<file path="config.mk">
export PLATFORM = sky130hd
export DESIGN_NAME = apb4_regbank_flat
export DESIGN_NICKNAME = d
export VERILOG_FILES = /design/src/rtl/apb4_regbank_if.sv /design/src/rtl/apb4_regbank.sv /design/src/flat_wrapper.sv
export SDC_FILE = /design/constraint.sdc
export NUM_CORES = 1
export LEC_CHECK = 0
export ABC_AREA = 1
export BUFFER_PORTS_ARGS = -buffer_cell sky130_fd_sc_hd__buf_2
export CELL_PAD_IN_SITES_DETAIL_PLACEMENT = 2
export CELL_PAD_IN_SITES_GLOBAL_PLACEMENT = 2
export CORE_ASPECT_RATIO = 1.1
export CORE_UTILIZATION = 23
export CTS_BUF_LIST = sky130_fd_sc_hd__clkbuf_16
export DETAILED_ROUTE_END_ITERATION = 12
export GPL_ROUTABILITY_DRIVEN = 1
export GPL_TIMING_DRIVEN = 1
export PLACE_DENSITY = 0.86
export SYNTH_ARGS = -nofsm -noshare
export SYNTH_HDL_FRONTEND = slang
export SYNTH_SLANG_ARGS = --single-unit
</file>
<file path="constraint.sdc">
create_clock -name PCLK -period 1.2 [get_ports PCLK]
set_input_delay 0.12 -clock PCLK [delete_from_list [all_inputs] [get_ports PCLK]]
set_output_delay 0.12 -clock PCLK [all_outputs]
set_load 0.01 [all_outputs]
</file>
<file path="src/rtl/apb4_regbank_if.sv">
// APB4 completer-side bus bundle for apb4_regbank.
// The master modport drives requests; the slave modport returns PRDATA/PREADY/PSLVERR.
interface apb4_regbank_if #(
  parameter int ADDR_WIDTH = 8,
  parameter int DATA_WIDTH = 32
);
  logic                    PSEL;
  logic                    PENABLE;
  logic                    PWRITE;
  logic [ADDR_WIDTH-1:0]   PADDR;
  logic [DATA_WIDTH-1:0]   PWDATA;
  logic [DATA_WIDTH/8-1:0] PSTRB;
  logic [DATA_WIDTH-1:0]   PRDATA;
  logic                    PREADY;
  logic                    PSLVERR;

  modport master (
    output PSEL, PENABLE, PWRITE, PADDR, PWDATA, PSTRB,
    input  PRDATA, PREADY, PSLVERR
  );

  modport slave (
    input  PSEL, PENABLE, PWRITE, PADDR, PWDATA, PSTRB,
    output PRDATA, PREADY, PSLVERR
  );
endinterface

</file>
<file path="src/rtl/apb4_regbank.sv">
// Parametrised APB4 register bank: byte strobes, fixed wait states, hardware-sourced
// read-only registers, PSLVERR on bad accesses and per-register write-commit pulses.
module apb4_regbank #(
  parameter int                  ADDR_WIDTH  = 8,
  parameter int                  DATA_WIDTH  = 32,
  parameter int                  NUM_REGS    = 8,
  parameter int                  WAIT_CYCLES = 0,
  parameter logic [NUM_REGS-1:0] RO_MASK     = '0
) (
  input  logic                           PCLK,
  input  logic                           PRESETn,
  apb4_regbank_if.slave                  apb,
  input  logic [NUM_REGS*DATA_WIDTH-1:0] hw_in,
  output logic [NUM_REGS*DATA_WIDTH-1:0] reg_out,
  output logic [NUM_REGS-1:0]            wr_pulse
);

  localparam int         IDX_W     = (NUM_REGS > 2) ? $clog2(NUM_REGS) : 1;
  localparam int         NUM_SLOTS = 1 << IDX_W;
  localparam int         STRB_W    = DATA_WIDTH / 8;
  localparam logic [3:0] WAIT_INIT = (WAIT_CYCLES > 0) ? 4'(WAIT_CYCLES - 1) : 4'd0;

  typedef enum logic [1:0] {S_IDLE, S_WAIT, S_DONE} state_t;

  state_t                               state_q, state_d;
  logic [3:0]                           cnt_q, cnt_d;
  logic [NUM_REGS-1:0]                  wr_pulse_q, wr_pulse_d;
  logic [IDX_W-1:0]                     idx;
  logic                                 upper_set;
  logic                                 acc_err;
  logic                                 commit;
  logic [NUM_SLOTS-1:0]                 slot_valid;
  logic [NUM_SLOTS-1:0]                 slot_ro;
  logic [NUM_SLOTS-1:0]                 commit_onehot;
  logic [NUM_SLOTS-1:0][DATA_WIDTH-1:0] rd_word;

  // Address decode; slots past NUM_REGS exist only so idx can index every table safely.
  assign idx       = apb.PADDR[IDX_W+1:2];
  assign upper_set = (apb.PADDR >> (IDX_W + 2)) != '0;
  assign acc_err   = (apb.PADDR[1:0] != 2'b00) || upper_set || !slot_valid[idx] ||
                     (apb.PWRITE && slot_ro[idx]);

  assign commit        = (state_q == S_DONE) && apb.PSEL && apb.PWRITE && !acc_err && (|apb.PSTRB);
  assign commit_onehot = commit ? (NUM_SLOTS'(1) << idx) : '0;
  assign wr_pulse_d    = commit_onehot[NUM_REGS-1:0];

  genvar gi;
  generate
    for (gi = 0; gi < NUM_SLOTS; gi++) begin : g_slot
      if (gi < NUM_REGS) begin : g_reg
        assign slot_valid[gi] = 1'b1;
        assign slot_ro[gi]    = RO_MASK[gi];
        if (RO_MASK[gi]) begin : g_ro
          assign rd_word[gi]                             = hw_in[gi*DATA_WIDTH +: DATA_WIDTH];
          assign reg_out[gi*DATA_WIDTH +: DATA_WIDTH] = '0;
        end else begin : g_rw
          logic [DATA_WIDTH-1:0] data_q, data_d;

          always_comb begin
            data_d = data_q;
            if (wr_pulse_d[gi]) begin
              for (int b = 0; b < STRB_W; b++) begin
                if (apb.PSTRB[b]) data_d[8*b +: 8] = apb.PWDATA[8*b +: 8];
              end
            end
          end

          always_ff @(posedge PCLK or negedge PRESETn) begin
            if (!PRESETn) data_q <= '0;
            else          data_q <= data_d;
          end

          assign rd_word[gi]                             = data_q;
          assign reg_out[gi*DATA_WIDTH +: DATA_WIDTH] = data_q;
        end
      end else begin : g_pad
        assign slot_valid[gi] = 1'b0;
        assign slot_ro[gi]    = 1'b0;
        assign rd_word[gi]    = '0;
      end
    end
  endgenerate

  always_comb begin
    state_d = state_q;
    cnt_d   = cnt_q;
    case (state_q)
      S_IDLE: begin
        if (apb.PSEL && !apb.PENABLE) begin
          if (WAIT_CYCLES == 0) begin
            state_d = S_DONE;
          end else begin
            state_d = S_WAIT;
            cnt_d   = WAIT_INIT;
          end
        end
      end
      S_WAIT: begin
        // Dropping PSEL mid-wait abandons the transfer without any side effect.
        if (!apb.PSEL)          state_d = S_IDLE;
        else if (cnt_q == 4'd0) state_d = S_DONE;
        else                    cnt_d   = cnt_q - 4'd1;
      end
      S_DONE:  state_d = S_IDLE;
      default: state_d = S_IDLE;
    endcase
  end

  always_ff @(posedge PCLK or negedge PRESETn) begin
    if (!PRESETn) begin
      state_q    <= S_IDLE;
      cnt_q      <= 4'd0;
      wr_pulse_q <= '0;
    end else begin
      state_q    <= state_d;
      cnt_q      <= cnt_d;
      wr_pulse_q <= wr_pulse_d;
    end
  end

  assign apb.PREADY  = (state_q == S_DONE);
  assign apb.PSLVERR = (state_q == S_DONE) && acc_err;
  assign apb.PRDATA  = ((state_q == S_DONE) && !acc_err && !apb.PWRITE) ? rd_word[idx] : '0;
  assign wr_pulse    = wr_pulse_q;

endmodule

</file>
<file path="src/flat_wrapper.sv">
// flat-port wrapper written by rule: the top's interface ports become plain ports
module apb4_regbank_flat 
#(
  parameter int                  ADDR_WIDTH  = 8,
  parameter int                  DATA_WIDTH  = 32,
  parameter int                  NUM_REGS    = 8,
  parameter int                  WAIT_CYCLES = 0,
  parameter logic [NUM_REGS-1:0] RO_MASK     = '0
)
  (PCLK, PRESETn, hw_in, reg_out, wr_pulse, apb_PSEL, apb_PENABLE, apb_PWRITE, apb_PADDR, apb_PWDATA, apb_PSTRB, apb_PRDATA, apb_PREADY, apb_PSLVERR);
  apb4_regbank_if #(.ADDR_WIDTH(ADDR_WIDTH), .DATA_WIDTH(DATA_WIDTH)) apb_i ();
  input  logic PCLK;
  input  logic PRESETn;
  input  logic [NUM_REGS*DATA_WIDTH-1:0] hw_in;
  output logic [NUM_REGS*DATA_WIDTH-1:0] reg_out;
  output logic [NUM_REGS-1:0] wr_pulse;
  input wire logic [$bits(apb_i.PSEL)-1:0] apb_PSEL;
  input wire logic [$bits(apb_i.PENABLE)-1:0] apb_PENABLE;
  input wire logic [$bits(apb_i.PWRITE)-1:0] apb_PWRITE;
  input wire logic [$bits(apb_i.PADDR)-1:0] apb_PADDR;
  input wire logic [$bits(apb_i.PWDATA)-1:0] apb_PWDATA;
  input wire logic [$bits(apb_i.PSTRB)-1:0] apb_PSTRB;
  output wire logic [$bits(apb_i.PRDATA)-1:0] apb_PRDATA;
  output wire logic [$bits(apb_i.PREADY)-1:0] apb_PREADY;
  output wire logic [$bits(apb_i.PSLVERR)-1:0] apb_PSLVERR;
  assign apb_i.PSEL = apb_PSEL;
  assign apb_i.PENABLE = apb_PENABLE;
  assign apb_i.PWRITE = apb_PWRITE;
  assign apb_i.PADDR = apb_PADDR;
  assign apb_i.PWDATA = apb_PWDATA;
  assign apb_i.PSTRB = apb_PSTRB;
  assign apb_PRDATA = apb_i.PRDATA;
  assign apb_PREADY = apb_i.PREADY;
  assign apb_PSLVERR = apb_i.PSLVERR;
  apb4_regbank #(.ADDR_WIDTH(ADDR_WIDTH), .DATA_WIDTH(DATA_WIDTH), .NUM_REGS(NUM_REGS), .WAIT_CYCLES(WAIT_CYCLES), .RO_MASK(RO_MASK)) u_core (.PCLK(PCLK), .PRESETn(PRESETn), .apb(apb_i), .hw_in(hw_in), .reg_out(reg_out), .wr_pulse(wr_pulse));
endmodule
</file>
==> results.sh, run 1 <==
export IMPL_final_cells=3454
export IMPL_synth_edf_count=0
export IMPL_crit_fanout=8
export IMPL_hpwl_mm=60.3
export IMPL_fp_dieH_um=263
export IMPL_drive_gt1_share_pct=44.5
export IMPL_drcViolationCount=0
export IMPL_cts_made_buffers=36
export IMPL_finalSetupViolCount=562
export IMPL_synth_nets=2282
export IMPL_fmax_mhz=371
export IMPL_max_stage_delay_ps=1050
export IMPL_syn_to_final_growth_pct=65.2
export IMPL_seq_area_frac_synth_pct=46.6
export IMPL_grt_max_degree=73
export IMPL_slew_violations=0
export IMPL_placedCellCount=3283
export IMPL_core_area_um2=61100
export IMPL_clk_pin_slew_ps=70
export IMPL_worst_slew_pin_slew_ps=1290
export IMPL_totalWireLength_mm=110
export IMPL_multi_input_area_um2=8000
export IMPL_status="finished, violations left"
export IMPL_yosys_warnings=0
export IMPL_register_area_um2=6630
export IMPL_final_util_pct=38.5
export IMPL_fin_crit_sh_pct=224
export IMPL_synth_top_flop_cell="dfrtp_1"
export IMPL_start_util_pct=23.3
export IMPL_crit_path_cell_trace="inv_2, buf_4, buf_6, nor2_4, nand2_2, nor2_4, buf_6, inv_1, nor3_1"
export IMPL_synth_cell_type_count=20
export IMPL_finalHoldViolations=0
export IMPL_path_delay_family="simple AND/OR/NAND/NOR gates"
export IMPL_cts_buffer_depth=3
export IMPL_relSlewSlack_pct=13.0
export IMPL_final_setup_worst_slack_ps=-1490
export IMPL_end_kind="flop"
export IMPL_wl_per_cell_um=31.8
export IMPL_root_buffer="clkbuf_16"
export IMPL_htreeDepth=2
export IMPL_die_x_um=239
export IMPL_vias_per_cell=5.54
export IMPL_clk_latency_ps=570
export IMPL_required_ps=1530
export IMPL_grtUsageTotal_pct=32.6
export IMPL_syn_area_um2=14200
export IMPL_mostFrequentLayoutCells="nand2_1, buf_2, nand2_2, dfrtp_1, buf_4"
export IMPL_antenna_found_initial=12
export IMPL_crit_buf_inv=5
export IMPL_avgSynthCellArea_um2=7.20
export IMPL_port_buffers=346
export IMPL_gp_congestion=0.902
export IMPL_grt_pass1_vias=21200
export IMPL_row_count=95
export IMPL_syn_inst=1977
export IMPL_grt_pass1_wl_mm=150
export IMPL_fin_nets=2902
export IMPL_hp_class="in -> async"
export IMPL_rsz0062_at_grt="yes"
export IMPL_fill_cells=6822
export IMPL_antenna_left=0
export IMPL_violations="negative setup slack"
export IMPL_drtIter0Drc=1800
export IMPL_final_common_cell="nand2_1"
export IMPL_critPathKind="reg -> reg"
export IMPL_maxCapViolCount=0
export IMPL_synthArstFlopShare_pct=100
export IMPL_hold_ws_ps=71.3
export IMPL_ios=603
export IMPL_grt_overflow=0
export IMPL_powerDensity_nw_per_um2=977
export IMPL_cp_start_kind="flop"
export IMPL_fin_worst_skew_ps=29.2
export IMPL_vias=19100
export IMPL_slowest_stage="nor3_1"
export IMPL_cp_arrival_ps=3020
export IMPL_dr_pass1_iters=5
export IMPL_peakVddDrop_v=0.000802
export IMPL_ys_ff_latch=265
export IMPL_tritoncts="built"
export IMPL_period_needed_ps=2690
export IMPL_dieArea_um2=62900
export IMPL_power_leakage_nw=12.4
export IMPL_cts_sinks=265
## cell usage after synthesis, types with 4 or more instances
cell / number / area share [%]
o21bai_1: 31 / 1.6
buf_4: 8 / 0.42
nor2_2: 4 / 0.18
nor3_1: 8 / 0.28
clkbuf_1: 66 / 1.7
dfrtp_1: 265 / 47
nor2_4: 7 / 0.55
clkbuf_2: 32 / 1.1
nand4_1: 257 / 11
buf_1: 12 / 0.32
nand3_1: 11 / 0.39
o21ai_0: 43 / 1.5
nor2_1: 163 / 4.3
nand3_2: 23 / 1.6
nand2_1: 848 / 22
inv_1: 152 / 4.0
buf_2: 44 / 1.5
## flip-flops by register name, indices dropped and copies added (netlist names)
signal and flops:
u_core.state_q 1, u_core.g_slot.g_reg.g_rw.data_q 256, u_core.wr_pulse 8
## final timing paths
check | start | end | slack [ps] | cells past startpoint
max in group asynchronous | PRESETn | u_core.state_q[1]$_DFFE_PN0P_ | 390 | 3
setup reg to reg | u_core.state_q[1]$_DFFE_PN0P_ | u_core.wr_pulse[2]$_DFF_PN0_ | -1490 | 9
hold reg to reg | u_core.g_slot[7].g_reg.g_rw.data_q[22]$_DFFE_PN0P_ | u_core.g_slot[7].g_reg.g_rw.data_q[22]$_DFFE_PN0P_ | 510 | 2
min in group PCLK | apb_PADDR[2] | u_core.wr_pulse[5]$_DFF_PN0_ | 220 | 4
setup / recovery | u_core.state_q[1]$_DFFE_PN0P_ | u_core.wr_pulse[2]$_DFF_PN0_ | -1490 | 9
hold / removal | PRESETn | u_core.g_slot[2].g_reg.g_rw.data_q[24]$_DFFE_PN0P_ | 70 | 2
## stage by stage
step / power [mW] / setup TNS [ps] / area (um2) / worst slack [ps]
floorplan: 10.2 / -52530 / 14300 / -195
global placement: 11.4 / -181180 / 19000 / -708
detailed placement: 11.6 / -235110 / 19000 / -975
CTS: 22.5 / -223820 / 22500 / -1030
global route: 23.4 / -334140 / 23500 / -1430
finish: 23.0 / -285180 / 23500 / -1490
## worst register-to-register path: cells and delay by family (launching register included)
kind | cells | cell delay (ps)
flops | 1 | 410
buf+inv | 5 | 710
simple gates | 4 | 1360
## cell type report
| type | instances | share of cell area [%] |
|---|---|---|
| multi-input combinational | 1397 | 34.0 |
| sequential | 265 | 28.2 |
| timing repair buffer | 744 | 26.2 |
| tap | 824 | 4.38 |
| clock buffer | 36 | 3.83 |
| inverter | 153 | 2.44 |
| clock inverter | 30 | 0.904 |
| antenna | 5 | 0.0532 |
## repair_timing
action                                 in CTS  in global routing
buffers inserted                           36                 28
gates resized for setup                   317                307
gates cloned                               19                  3
pin swaps                                 148                139
hold buffers                               35                  0
setup endpoints to repair                 561                563
endpoints found under the hold margin     508                  0
## power by group
part | switching [mW] | internal, mW | leakage, nW
logic | 2.13 | 0.812 | 8.11
clock network | 5.08 | 5.95 | 0.578
registers | 0.0386 | 8.97 | 3.70
total | 7.25 | 15.7 | 12.4
## cells by family (layout without fill, tap and decap cells)
group,Yosys count,count (layout),share of synthesized area [%]
other,0,5,0
AO/OA/AOI/OAI,74,74,3.15
buffers and inverters,315,963,9.19
flip-flops,265,265,46.6
AND/OR/NAND/NOR,1323,1323,41.1
## per-layer routing
metal	GRT usage [%]	vias to the layer above	wire length [um]
li1	-	7619	-
met1	37.4	9697	40600
met2	53.4	1320	51700
met3	7.06	501	8780
met4	23.3	10	8810
met5	0	-	65
Power figures use the tool's default switching activity.
==> run 2: changes to the inputs <==
- clock period: 1.2 -> 2.2 ns (I/O delays scaled with it)
==> run 2 against run 1 <==
  * The flow still finishes with violations (negative setup slack)
  * Largest cell class unchanged
  * Via count decreased by 14%
  * Largest power group unchanged
  * Sequential power decreased by 45%
  * Critical path type is now reg -> out
  * Clock power decreased by 52%
  * Critical endpoint is now apb_PRDATA[9]
  * Highest routed layer unchanged
  * Worst setup slack improved by 1400 ps
==> results.sh, run 2 (synthesis gave the netlist of run 1 again) <==
export IMPL_final_setup_worst_slack_ps=-117
export IMPL_cp_start_kind="flop"
export IMPL_final_common_cell="nand2_1"
export IMPL_fmax_mhz=432
export IMPL_finalSetupViolCount=31
export IMPL_rrSetupSlack_ps=60
export IMPL_worstRegToRegCells=9
export IMPL_power_switching_mw=3.47
export IMPL_grt_overflow=0
export IMPL_grtUsageTotal_pct=25.0
export IMPL_root_buffer="clkbuf_16"
export IMPL_ios=603
export IMPL_cts_buffer_depth=3
export IMPL_grt_pass1_vias=17800
export IMPL_wl_per_cell_um=25.9
export IMPL_gp_congestion=0.879
export IMPL_antenna_found_initial=2
export IMPL_clk_pin_slew_ps=60
export IMPL_maxCapViolCount=0
export IMPL_design_area_um2=19200
export IMPL_final_util_pct=31.4
export IMPL_fp_dieH_um=263
export IMPL_fin_crit_sh_pct=105
export IMPL_critPathKind="reg -> out"
export IMPL_pre_cts_ws_ps=-472
export IMPL_drcViolationCount=0
export IMPL_slew_violations=0
export IMPL_worst_slew_pin_slew_ps=947
export IMPL_power_leakage_nw=10.5
export IMPL_hp_class="in -> reg"
export IMPL_rsz0062_at_grt="yes"
export IMPL_required_ps=1980
export IMPL_holdPathStages=3
export IMPL_cp_arrival_ps=2100
export IMPL_dr_pass1_iters=5
export IMPL_violations="negative setup slack"
export IMPL_port_buffers=346
export IMPL_powerDensity_nw_per_um2=600
export IMPL_vias=16500
export IMPL_status="finished, violations left"
export IMPL_row_count=95
export IMPL_combPwrFrac_pct=11.1
export IMPL_relSlewSlack_pct=36.9
export IMPL_mostFrequentLayoutCells="nand2_1, buf_2, dfrtp_1, nand4_1, inv_1"
export IMPL_core_area_um2=61100
export IMPL_totalPowerFinal_mw=11.5
export IMPL_crit_fanout=6
export IMPL_antenna_left=0
export IMPL_p_int_mw=8.04
export IMPL_totalWireLength_mm=82.0
export IMPL_start_util_pct=23.3
export IMPL_finalHoldViolations=0
export IMPL_grt_max_degree=73
export IMPL_place_area_um2=17200
export IMPL_drive_gt1_share_pct=25.8
export IMPL_grt_pass1_wl_mm=118
export IMPL_top_register="u_core.g_slot.g_reg.g_rw.data_q"
export IMPL_period_needed_ps=2320
export IMPL_p_sw_share_pct=30.2
export IMPL_dieArea_um2=62900
export IMPL_end_kind="output port"
export IMPL_fin_worst_skew_ps=28.5
export IMPL_cts_made_buffers=34
export IMPL_vias_per_cell=5.22
export IMPL_fin_nets=2621
export IMPL_htreeDepth=2
export IMPL_drtIter0Drc=1140
export IMPL_hpwl_mm=52.7
export IMPL_syn_to_final_growth_pct=34.7
export IMPL_peakVddDrop_v=0.000393
export IMPL_cts_sinks=265
export IMPL_die_x_um=239
export IMPL_largest_reg_flops=256
export IMPL_power_share_clock_pct=46.2
export IMPL_clk_latency_ps=560
export IMPL_p_seq_share_pct=42.7
export IMPL_tritoncts="built"
## run 2: final timing paths
path	start	endpoint
setup / recovery	u_core.state_q[1]$_DFFE_PN0P_	apb_PRDATA[9]
hold / removal	apb_PWDATA[15]	u_core.g_slot[3].g_reg.g_rw.data_q[15]$_DFFE_PN0P_
setup reg to reg	u_core.state_q[1]$_DFFE_PN0P_	u_core.g_slot[7].g_reg.g_rw.data_q[15]$_DFFE_PN0P_
hold reg to reg	u_core.g_slot[3].g_reg.g_rw.data_q[18]$_DFFE_PN0P_	u_core.g_slot[3].g_reg.g_rw.data_q[18]$_DFFE_PN0P_
max in group asynchronous	PRESETn	u_core.g_slot[6].g_reg.g_rw.data_q[2]$_DFFE_PN0P_
min in group asynchronous	PRESETn	u_core.g_slot[4].g_reg.g_rw.data_q[18]$_DFFE_PN0P_
## run 2: cell type report
| type | instances | area [um2] |
|---|---|---|
| clock buffers | 34 | 851 |
| fillers | 7143 | 41900 |
| diodes | 1 | 2.50 |
| well taps | 824 | 1030 |
| flip-flops and latches | 265 | 6630 |
| repair buffers | 464 | 3130 |
| inverters | 153 | 574 |
| multi-input cells | 1398 | 6820 |
| clock inverters | 27 | 140 |
## run 2: power groups by stage
stage | logic, mW | clock network, mW | registers [mW]
after floorplan | 0.559 | 0 | 5.00
after global placement | 1.12 | 0 | 5.00
after detailed placement | 1.17 | 0 | 5.00
after CTS | 1.22 | 5.38 | 4.91
after global routing | 1.36 | 5.55 | 4.91
final | 1.28 | 5.31 | 4.91
## run 2: metal layers
| layer | wire length [um] | global-route usage, % |
|---|---|---|
| met1 | 33700 | 31.6 |
| met5 | 13 | 0 |
| met4 | 3690 | 10.9 |
| met3 | 5870 | 5.27 |
| met2 | 38700 | 40.8 |
## run 2: through the flow
| stage | setup TNS, ps | hold WS [ps] | std cells |
|---|---|---|---|
| 5_1_grt | -4660 | 21.6 | 3165 |
| 3_5_place_dp | -66920 | 234 | 3079 |
| 2_1_floorplan | 0 | -75.6 | 1977 |
| 6_report | -2160 | 36.0 | 3166 |
| 4_1_cts | -1610 | 0.181 | 3159 |
| 3_3_place_gp | -46660 | 224 | 3079 |
## run 2: worst max-delay path, stage by stage (launching register included)
cell	delay, ps
dfrtp_1	380
inv_2	70
buf_6	130
nor3_4	230
buf_6	190
buf_12	160
buf_12	130
nand2_4	50
nor2_2	80
buf_2	130
## run 2: what timing repair did
item | CTS | global route
endpoints found under the hold margin | 65 | 0
setup endpoints to repair | 285 | 133
pin swaps | 22 | 37
hold buffers | 6 | 0
buffers inserted | 11 | 5
gates cloned | 2 | 2
gates resized for setup | 62 | 93
==> run 3: changes to the inputs <==
- CORE_ASPECT_RATIO: 1.1 -> default
- CTS_CLUSTER_SIZE: default -> 10
- RECOVER_POWER: default -> 100
==> run 3 against run 2 <==
  * The flow finishes with violations (max-capacitance violations, max-slew violations)
  * Power is 1.9% higher
  * Routed wire length is 6.4% lower
  * Register-to-register slack improved by 50 ps
  * Sequential power about the same
  * Global-route usage fell by 1.1 points
  * Clock power rose by 6.2%
  * Sequential share of layout area grew 2.3 points
  * Flip-flop and latch count unchanged
  * Critical path depth down 2
  * Worst hold slack got worse by 3.7 ps
  * Worst setup slack improved by 170 ps
  * Die area about the same
  * Critical endpoint is now apb_PRDATA[3]
  * Largest cell class is now sequential cells
==> results.sh, run 3 (synthesis gave the netlist of run 1 again) <==
export IMPL_largest_reg_flops=256
export IMPL_p_sw_share_pct=27.9
export IMPL_clk_pin_slew_ps=60
export IMPL_final_util_pct=29.6
export IMPL_maxCapViolCount=1
export IMPL_drtIter0Drc=1006
export IMPL_finalHoldViolations=0
export IMPL_antenna_found_initial=4
export IMPL_end_kind="output port"
export IMPL_totalWireLength_mm=76.7
export IMPL_drcViolationCount=0
export IMPL_peakVddDrop_v=0.000411
export IMPL_relSlewSlack_pct=-11.2
export IMPL_fin_worst_skew_ps=13.6
export IMPL_grtUsageTotal_pct=23.9
export IMPL_port_buffers=346
export IMPL_fmax_mhz=466
export IMPL_top_register="u_core.g_slot.g_reg.g_rw.data_q"
export IMPL_finalSetupViolCount=0
export IMPL_cp_startpoint="u_core.state_q[1]$_DFFE_PN0P_"
export IMPL_power_leakage_nw=9.15
export IMPL_cp_start_kind="flop"
export IMPL_syn_to_final_growth_pct=26.3
export IMPL_grt_max_degree=80
export IMPL_power_switching_mw=3.27
export IMPL_required_ps=1980
export IMPL_vias_per_cell=5.22
export IMPL_antenna_left=0
export IMPL_grt_overflow=0
export IMPL_vias=16200
export IMPL_drive_gt1_share_pct=10.7
export IMPL_gp_congestion=0.867
export IMPL_combPwrFrac_pct=10.0
export IMPL_power_share_clock_pct=48.1
export IMPL_holdPathStages=3
export IMPL_worstRegToRegCells=9
export IMPL_root_buffer="clkbuf_16"
export IMPL_fp_dieH_um=251
export IMPL_dr_pass1_iters=5
export IMPL_crit_end="apb_PRDATA[3]"
export IMPL_violations="max-capacitance violations, max-slew violations"
export IMPL_worstReg2RegEnd="u_core.g_slot[0].g_reg.g_rw.data_q[27]$_DFFE_PN0P_"
export IMPL_final_common_cell="nand2_1"
export IMPL_tns_ps=0
export IMPL_worstReg2RegStart="u_core.state_q[1]$_DFFE_PN0P_"
export IMPL_rrSetupSlack_ps=110
export IMPL_tritoncts="built"
export IMPL_hp_class="in -> reg"
export IMPL_start_util_pct=23.4
export IMPL_worst_slew_pin_slew_ps=1670
export IMPL_p_seq_share_pct=41.9
export IMPL_rsz0062_at_grt="yes"
export IMPL_crit_fanout=8
export IMPL_cts_made_buffers=36
export IMPL_core_area_um2=60800
export IMPL_totalPowerFinal_mw=11.7
export IMPL_fin_crit_sh_pct=97.4
export IMPL_p_int_mw=8.45
export IMPL_cts_buffer_depth=3
export IMPL_mostFrequentLayoutCells="nand2_1, clkbuf_1, dfrtp_1, nand4_1, inv_1"
export IMPL_status="finished, violations left"
export IMPL_clk_latency_ps=550
export IMPL_wl_per_cell_um=24.7
export IMPL_slew_violations=56
export IMPL_cp_arrival_ps=1920
export IMPL_ios=603
export IMPL_powerDensity_nw_per_um2=652
export IMPL_die_x_um=251
export IMPL_htreeDepth=2
export IMPL_period_needed_ps=2140
export IMPL_cts_sinks=265
export IMPL_row_count=90
export IMPL_fin_nets=2598
export IMPL_critPathKind="reg -> out"
export IMPL_grt_pass1_vias=17600
export IMPL_grt_pass1_wl_mm=113
export IMPL_hpwl_mm=51.9
export IMPL_dieArea_um2=62900
[run 3: changes by cell type in the layout (fill, tap and decap cells not counted), moves of 13 or more]
cell / delta
buf_2: -248
buf_4: -23
buf_6: -21
clkbuf_1: +267
nand2_1: +27
nand2_4: -22
nand3_1: +21
nand3_4: -13
nor2_1: +14
nor2_4: -16
[run 3: layout make-up]
cell class                 instances  area (um2)
fill                            7298       42800
sequential                       265        6630
multi-input combinational       1397        6270
timing repair buffer             440        2420
tap                              782         978
clock buffer                      37         926
inverter                         153         574
clock inverter                    26         168
antenna                            1        2.50
[run 3: worst min-delay path by stage]
stage	start	endpoint	slack, ps
global route	apb_PWDATA[11]	u_core.g_slot[7].g_reg.g_rw.data_q[11]$_DFFE_PN0P_	40
floorplan	PRESETn	u_core.g_slot[0].g_reg.g_rw.data_q[0]$_DFFE_PN0P_	-80
global placement	PRESETn	u_core.g_slot[2].g_reg.g_rw.data_q[8]$_DFFE_PN0P_	210
finish	apb_PWDATA[13]	u_core.g_slot[5].g_reg.g_rw.data_q[13]$_DFFE_PN0P_	30
CTS	apb_PWDATA[13]	u_core.g_slot[5].g_reg.g_rw.data_q[13]$_DFFE_PN0P_	4
detailed placement	PRESETn	u_core.g_slot[1].g_reg.g_rw.data_q[8]$_DFFE_PN0P_	210
[run 3: timing repair]
action | 4_1_cts | 5_1_grt
setup buffers | 4 | 0
endpoints found under the hold margin | 50 | 0
cloned | 2 | 1
resized for setup | 15 | 7
hold buffers | 3 | 0
setup endpoints to repair | 19 | 12
pin swaps | 3 | 1
[run 3: routing by layer]
metal	part of all wire, %	wire length [um]	GRT usage, %
met4	2.6	2020	7.87
met5	0.029	22	0
met3	6.8	5210	4.93
met2	48	36900	40.5
met1	42	32600	30.2
[run 3: power groups by stage]
stage	clock [mW]	combinational [mW]	sequential (mW)
finish	5.64	1.17	4.92
global route	5.84	1.26	4.92
CTS	5.72	1.18	4.91
detailed placement	0	1.16	5.00
global placement	0	1.11	5.00
floorplan	0	0.559	5.00
[run 3: per-stage QoR]
step	std cells	cell area, um2	hold WS, ps	worst slack, ps
floorplan	1977	14200	-75.6	704
global placement	3027	17100	206	166
detailed placement	3027	17100	209	79.7
CTS	3099	18400	4.14	8.09
global route	3100	18000	37.0	-16.0
finish	3101	18000	32.3	56.3
[run 3: worst max-delay path, cell delays in order (launching register included)]
cell and delay [ps]:
dfrtp_1 360, inv_2 70, nor3_4 180, buf_4 200, clkbuf_16 210, nand2_1 70
nor2_1 130, buf_2 150
